<file path="src/rtl/packer_pkg.sv">
// Shared defaults and small helpers for the packer block.
package packer_pkg;

  localparam int unsigned DefaultUnpackedWidth = 32'd2;
  localparam int unsigned DefaultPackedNum     = 32'd4;

  // A word closes when the element lands in the top lane or carries last.
  function automatic logic word_closes(input logic at_last_lane, input logic last);
    return at_last_lane | last;
  endfunction

endpackage

</file>
<file path="src/rtl/counter_roll.sv">
// Rolling counter: 0..max_val_i, wraps to zero, with a synchronous clear.
module counter_roll #(
  parameter int unsigned Width = 32'd2
) (
  input  logic             clk_i,
  input  logic             rst_i,
  input  logic             clr_i,
  input  logic             en_i,
  input  logic [Width-1:0] max_val_i,
  output logic [Width-1:0] cnt_o
);

  localparam logic [Width-1:0] One = Width'(1);

  logic [Width-1:0] cnt_q, cnt_d;

  // Next count: clear wins over increment; increment wraps at max_val_i.
  always_comb begin
    cnt_d = cnt_q;
    if (clr_i) begin
      cnt_d = '0;
    end else if (en_i) begin
      if (cnt_q == max_val_i) begin
        cnt_d = '0;
      end else begin
        cnt_d = cnt_q + One;
      end
    end else begin
      cnt_d = cnt_q;
    end
  end

  // Count register with synchronous reset.
  always_ff @(posedge clk_i) begin
    if (rst_i) begin
      cnt_q <= '0;
    end else begin
      cnt_q <= cnt_d;
    end
  end

  assign cnt_o = cnt_q;

endmodule

</file>
<file path="src/rtl/elastic_reg.sv">
// Single-entry elastic output register with valid/ready on both sides.
module elastic_reg #(
  parameter int unsigned Width         = 32'd8,
  parameter bit          DatapathGate  = 1'b1,
  parameter bit          DatapathReset = 1'b1
) (
  input  logic             clk_i,
  input  logic             rst_i,
  input  logic             valid_i,
  output logic             ready_o,
  input  logic [Width-1:0] data_i,
  output logic             valid_o,
  input  logic             ready_i,
  output logic [Width-1:0] data_o
);

  logic             valid_q, valid_d;
  logic [Width-1:0] data_q, data_d;
  logic             load_s;

  // Room exists when empty or when the held entry leaves this cycle.
  assign ready_o = !valid_q || ready_i;
  assign load_s  = valid_i && ready_o;

  // Next valid and data; gating keeps data frozen unless a real load happens.
  always_comb begin
    valid_d = valid_q;
    data_d  = data_q;
    if (load_s) begin
      valid_d = 1'b1;
    end else if (ready_i) begin
      valid_d = 1'b0;
    end else begin
      valid_d = valid_q;
    end
    if (DatapathGate) begin
      data_d = load_s ? data_i : data_q;
    end else begin
      data_d = ready_o ? data_i : data_q;
    end
  end

  // Entry register; data also clears on reset when configured to.
  always_ff @(posedge clk_i) begin
    if (rst_i) begin
      valid_q <= 1'b0;
      if (DatapathReset) begin
        data_q <= '0;
      end else begin
        data_q <= data_d;
      end
    end else begin
      valid_q <= valid_d;
      data_q  <= data_d;
    end
  end

  assign valid_o = valid_q;
  assign data_o  = data_q;

endmodule

</file>
<file path="src/rtl/packer.sv">
// Packs narrow elements LSB-first into wide words, with early flush on last_i.
module packer
  import packer_pkg::*;
#(
  parameter  int unsigned UnpackedWidth = DefaultUnpackedWidth,
  parameter  int unsigned PackedNum     = DefaultPackedNum,
  localparam int unsigned PackedWidth   = UnpackedWidth * PackedNum,
  localparam int unsigned LanesWidth    = $clog2(PackedNum + 1)
) (
  input  logic                     clk_i,
  input  logic                     rst_i,
  input  logic [UnpackedWidth-1:0] unpacked_i,
  input  logic                     valid_i,
  input  logic                     last_i,
  output logic                     ready_o,
  output logic [PackedWidth-1:0]   packed_o,
  output logic [LanesWidth-1:0]    lanes_o,
  output logic                     last_o,
  output logic                     valid_o,
  input  logic                     ready_i
);

  localparam int unsigned CountWidth = $clog2(PackedNum);
  localparam int unsigned RegWidth   = PackedWidth + LanesWidth + 1;
  localparam logic [CountWidth-1:0] MaxLane = CountWidth'(PackedNum - 1);

  logic [CountWidth-1:0]  cnt_s;
  logic                   at_last_lane_s;
  logic                   closes_next_s;
  logic                   reg_ready_s;
  logic                   in_fire_s;
  logic                   close_s;
  logic [PackedWidth-1:0] lane_val_s;
  logic [PackedWidth-1:0] word_s;
  logic [LanesWidth-1:0]  lanes_s;
  logic [PackedWidth-1:0] acc_q, acc_d;
  logic [RegWidth-1:0]    reg_in_s, reg_out_s;

  assign at_last_lane_s = (cnt_s == MaxLane);
  assign closes_next_s  = word_closes(at_last_lane_s, last_i);

  // Non-closing elements never wait; closing ones need room in the output register.
  assign ready_o   = !closes_next_s || reg_ready_s;
  assign in_fire_s = valid_i && ready_o;
  assign close_s   = in_fire_s && closes_next_s;

  // Place the element in its lane and merge with lanes already collected.
  assign lane_val_s = PackedWidth'(unpacked_i) << (cnt_s * UnpackedWidth);
  assign word_s     = acc_q | lane_val_s;
  assign lanes_s    = LanesWidth'(cnt_s) + LanesWidth'(1);

  counter_roll #(
    .Width (CountWidth)
  ) u_lane_cnt (
    .clk_i     (clk_i),
    .rst_i     (rst_i),
    .clr_i     (close_s && !at_last_lane_s),
    .en_i      (in_fire_s),
    .max_val_i (MaxLane),
    .cnt_o     (cnt_s)
  );

  // Accumulator: collect lanes, empty it whenever a word is handed off.
  always_comb begin
    acc_d = acc_q;
    if (in_fire_s) begin
      if (close_s) begin
        acc_d = '0;
      end else begin
        acc_d = word_s;
      end
    end else begin
      acc_d = acc_q;
    end
  end

  // Accumulator register with synchronous reset.
  always_ff @(posedge clk_i) begin
    if (rst_i) begin
      acc_q <= '0;
    end else begin
      acc_q <= acc_d;
    end
  end

  assign reg_in_s = {last_i, lanes_s, word_s};

  elastic_reg #(
    .Width         (RegWidth),
    .DatapathGate  (1'b1),
    .DatapathReset (1'b1)
  ) u_out_reg (
    .clk_i   (clk_i),
    .rst_i   (rst_i),
    .valid_i (close_s),
    .ready_o (reg_ready_s),
    .data_i  (reg_in_s),
    .valid_o (valid_o),
    .ready_i (ready_i),
    .data_o  (reg_out_s)
  );

  assign packed_o = reg_out_s[PackedWidth-1:0];
  assign lanes_o  = reg_out_s[PackedWidth +: LanesWidth];
  assign last_o   = reg_out_s[RegWidth-1];

endmodule

</file>
<file path="config.mk">
export PLATFORM = sky130hd
export DESIGN_NAME = packer
export DESIGN_NICKNAME = d
export VERILOG_FILES = /design/src/rtl/packer_pkg.sv /design/src/rtl/counter_roll.sv /design/src/rtl/elastic_reg.sv /design/src/rtl/packer.sv
export SDC_FILE = /design/constraint.sdc
export NUM_CORES = 1
export LEC_CHECK = 0
export BUFFER_PORTS_ARGS = -buffer_cell sky130_fd_sc_hd__buf_4
export CORE_MARGIN = 10
export CORE_UTILIZATION = 42
export DETAILED_ROUTE_END_ITERATION = 16
export PLACE_DENSITY_LB_ADDON = 0.05
export SLEW_MARGIN = 25
export SYNTH_ARGS = -nofsm -noshare
export SYNTH_HDL_FRONTEND = slang
export SYNTH_SLANG_ARGS = --single-unit
</file>
<file path="constraint.sdc">
create_clock -name clk_i -period 4.7 [get_ports clk_i]
set_input_delay 1.41 -clock clk_i [delete_from_list [all_inputs] [get_ports clk_i]]
set_output_delay 1.41 -clock clk_i [all_outputs]
set_load 0.02 [all_outputs]
</file>
# ---- Word level (Yosys, flattened, before mapping)
# Cells that the tools add are included.
# Widths: inputs -> output; s select.
dict set report op_classes {
  add_sub_neg 2
  mul 0
  div 0
  order_cmp 0
  n_eq_ne 1
  shift 1
  n_mux 4
  bitwise_logic 2
  n_reduce_logical 11
}
# cell count
set op_table {}
lappend op_table {{$mux 8} 1}
lappend op_table {{$or 8x8->8} 1}
lappend op_table {{$shl 2x3->8} 1}
lappend op_table {{$logic_and 1x1->1} 4}
lappend op_table {{$add 2x1->3 const B} 1}
lappend op_table {{$logic_not 1->1} 3}
lappend op_table {{$add 2x1->2 const B} 1}
lappend op_table {{$eq 2x2->1 const B} 1}
lappend op_table {{$logic_or 1x1->1} 2}
lappend op_table {{$mux 1} 2}
lappend op_table {{$mux 2} 1}
lappend op_table {{$reduce_bool 2->1} 1}
lappend op_table {{$reduce_or 2->1} 1}
lappend op_table {{$or 1x1->1} 1}
dict set report totals {
  ff_bits 23
  latchBits 0
  ramBits 0
  rom_bits 0
  word_cells 25
  memories 0
}

# ---- Logic depth before layout (Yosys ltp)
dict set report depth {
  word_depth 8
  mapped_depth 5
  ltp_nobuf 4
}

# ---- Modules after synthesis
# A second synthesis with hierarchy kept.
dict set report hier_totals {
  cells_unflattened 121
  hier_area_um2 1176.1
}
# module n_inst cells_each area_per_inst_um2 seq_area_each_um2
set modules_own_cells {}
lappend modules_own_cells {elastic_reg 1 59 598.1 260.2}
lappend modules_own_cells {packer 1 50 457.9 160.2}
lappend modules_own_cells {counter_roll 1 12 120.1 40.0}

# ---- Least setup slack after synthesis
# Ideal clock, no wire load.
dict set report synth_path {
  kind {input port to output port}
  start {input port ready_i}
  end {output port ready_o}
  t_arrival_ps 1995
  required_time_ps 3290
  setup_slack_ps 1295
  path_stages 3
  n_path_buf 1
  path_cell_list {nor2b_1 > buf_2 > nand2_1}
}
dict set report synth_via {
  elab_chain_cells 2
}
# element line
set synth_lines {}
lappend synth_lines {{start, declared} packer.sv:20} ;# input logic ready_i
lappend synth_lines {{$logic_or 1x1->1} elastic_reg.sv:22} ;# assign ready_o = !valid_q || ready_i;
lappend synth_lines {{$logic_or 1x1->1} packer.sv:43} ;# assign ready_o = !closes_next_s || reg_ready_s;
lappend synth_lines {{end, declared} packer.sv:15} ;# output logic ready_o,
# No other way between the ends.

# ---- Worst setup path after layout
dict set report layout_path {
  start {input port last_i}
  end {output port ready_o}
}
dict set report layout_via {
  elab_chain_cells 3
}
# element line
set layout_lines {}
lappend layout_lines {{start, declared} packer.sv:14} ;# input logic last_i,
lappend layout_lines {{$or 1x1->1} packer_pkg.sv:9} ;# return at_last_lane | last;
lappend layout_lines {{$logic_not 1->1} packer.sv:43}
lappend layout_lines {{$logic_or 1x1->1} packer.sv:43}
# No other way between the ends.

==> flow_summary.ini <==
[worst_setup_path]
worstPathArrival_ns = 2.09
worst_path_most_repeated_cell = buf_4
crit_chain = buf_4, or2_4, nand2_1, buf_4
rr_endpoint = u_out_reg.data_o[7]$_SDFFE_PP0P_
start_kind = primary input
cp_max_fo = 21
slowest_stage = or2_4
worst_ep_required_time_ns = 3.29
reg2reg_from = u_lane_cnt.cnt_o[0]$_SDFFE_PP0P_
cp_slowest_stage_delay_ns = 0.32
reg2regPathDepth = 4
end_kind = output port
worstSetupPathType = in2out
r2r_slack_ns = 2.87

[global_route]
grt.total_usage_pct = 9.54
grt-ovfl-total = 0
grt_max_degree = 24
antenna_found_initial = 0
grt_pass1_vias = 875
grt_pass1_wl_um = 4060

[job]
cap_violations = 0

[cells_and_area]
nFillCells = 221
design_area_um2 = 1210
fin_nets = 136
drive_above_1_share_pct = 21.3
postLayoutCoreUtil_pct = 53.1
antenna_cells = 0
syn2layout_area_growth_pct = 16.4

[timing]
rsz0062_at_grt = no
final_max_slew_viol_count = 0
worst_slew_pin_slew_ns = 0.598
tns_ns = 0
worst_hold_slack_ns = 0.482
finalClockSkew_ns = 0.00112
max_freq_mhz = 286
finalHoldViolations = 0
setup_viol = 0
maxSlewHeadroom_pct = 60.2
finalCritPeriodShare_pct = 74.5
post-route-min-period_ns = 3.50

[yosys]
synth.most_common_cell = dfxtp_1
ys_top_cells_by_count = dfxtp_1, a31oi_1, a21oi_1
synth_area_per_cell_um2 = 9.27
ys_ff_latch = 23
synth.area.top_cells = dfxtp_1, a31oi_1, a211oi_1, o21a_1, a21oi_1
seq_area_frac_synth_pct = 44.3
postSynthCellCount = 112
synth-edff-count = 0
synth_flop_cell = dfxtp_1
yosysUniqueCellTypes = 26
synth_nets = 120
synth_top_area_cell = dfxtp_1
synth_top_cell_area_share_pct = 44.3
syn-cell-area_um2 = 1040
yosysWarnings = 0
synthArstFlopShare_pct = 0

[cts]
clock-sinks = 23
clk_pin_slew_ns = 0.12
cts_resized = 0
clockBufferDepth = 2
cts_setup_buffers = 0
clock_latency_ns = 0.30
cts_hold_buffers = 0
h-tree-depth = 1
cts_tree = yes
root_buffer = clkbuf_4
cts-buffers-inserted = 3

[placement]
gp_congestion = 0.771
io_buffers = 20
dp_hpwl_um = 1760
post_dp_cell_area_um2 = 1180

[floorplanning]
fp-row-count = 17
die_y_um = 69.7
die_x_um = 69.7
core_area_um2 = 2280
die_area_um2 = 4860
ioPinCount = 21
initial_core_util_pct = 45.6

[hold_path]
hold_path_end = u_out_reg.data_o[9]$_SDFFE_PP0P_
min_path_type = reg2reg
min_from = u_out_reg.data_o[9]$_SDFFE_PP0P_
hold_depth = 2

[power_and_ir_drop]
totalPowerFinal_mw = 0.361
cellPowerDensity_nw_per_um2 = 298
peakVddDrop_v = 0.000162
leakagePower_nw = 0.462

[drt]
drt_iter0_markers = 45
wirelength_um = 2420
drcViolationCount = 0
drtAntennaViolNets = 0
viasPerCell = 5.86
vias = 909
detail_route.wl_per_cell_um = 15.6
drt-pass1-iter-count = 4

[status]
status = finished clean
-- report_power, final --
part           internal (mW)  switching (mW)  total [mW]
Combinational         0.0250          0.0367      0.0617
Sequential             0.204         0.00686       0.211
Clock                 0.0330          0.0554      0.0885
Total                  0.262          0.0990       0.361
-- registers in the layout, indices dropped and copies added, names as in the netlist --
name               cells
u_out_reg.valid_o      1
u_lane_cnt.cnt_o       2
u_out_reg.data_o      12
acc_q                  8
-- critical path: cells and delay by family --
family	cells	cell delay [ns]
and+or+nand+nor	2	0.42
buffers and inverters	2	0.26
-- worst max path at each step --
stage / to / startpoint / slack (ns) / cells after the start
finish: ready_o / last_i / 1.20 / 4
global route: ready_o / last_i / 1.17 / 4
CTS: ready_o / last_i / 1.20 / 4
detailed placement: ready_o / last_i / 1.21 / 4
global placement: ready_o / last_i / 1.21 / 4
floorplan: ready_o / ready_i / 1.30 / 3
-- routing by layer --
| layer | vias up | share of wire (%) | GRT usage, % |
|---|---|---|---|
| met2 | 26 | 43 | 13.3 |
| li1 | 460 | - | - |
| met3 | 2 | 5.7 | 2.85 |
| met5 | - | 0 | 0 |
| met4 | 0 | 0.41 | 3.91 |
| met1 | 421 | 51 | 13.1 |
-- cell type report --
cell class              instances  area [um2]  share of cell area (%)
multi-input cells              76         518                    42.9
flip-flops and latches         23         460                    38.1
repair buffers                 21         158                    13.0
well taps                      28        35.0                    2.90
clock buffers                   4        26.3                    2.17
inverters                       3        11.3                   0.932
-- cell families (layout without fill, tap and decap cells) --
group                    count (synthesis)  after routing  synth area share [%]
multiplexers                             1              1                 0.964
buffers and inverters                   13             28                  5.78
AO/OA/AOI/OAI                           50             50                  32.7
adder cells (fa/ha/maj)                  1              1                  1.20
flip-flops                              23             23                  44.3
AND/OR/NAND/NOR                         24             24                  15.1
-- through the flow --
| step | worst slack (ns) | std cells |
|---|---|---|
| after floorplan | 1.30 | 112 |
| after global placement | 1.21 | 151 |
| after detailed placement | 1.21 | 151 |
| after CTS | 1.20 | 155 |
| after global routing | 1.17 | 155 |
| final | 1.20 | 155 |
-- cell usage in the layout, fill, tap and decap left out, types with 3 or more instances in the layout --
| master | Yosys | layout |
|---|---|---|
| a211oi_1 | 9 | 9 |
| a21oi_1 | 11 | 11 |
| a31oi_1 | 15 | 15 |
| buf_4 | 0 | 21 |
| clkbuf_4 | 0 | 3 |
| dfxtp_1 | 23 | 23 |
| inv_1 | 3 | 3 |
| nand2b_1 | 3 | 3 |
| nand4_1 | 3 | 3 |
| nand4b_1 | 4 | 4 |
| nor2_1 | 4 | 4 |
| o21a_1 | 8 | 8 |
| o31ai_1 | 4 | 4 |
Note: power is estimated with default switching activity, not from simulation.
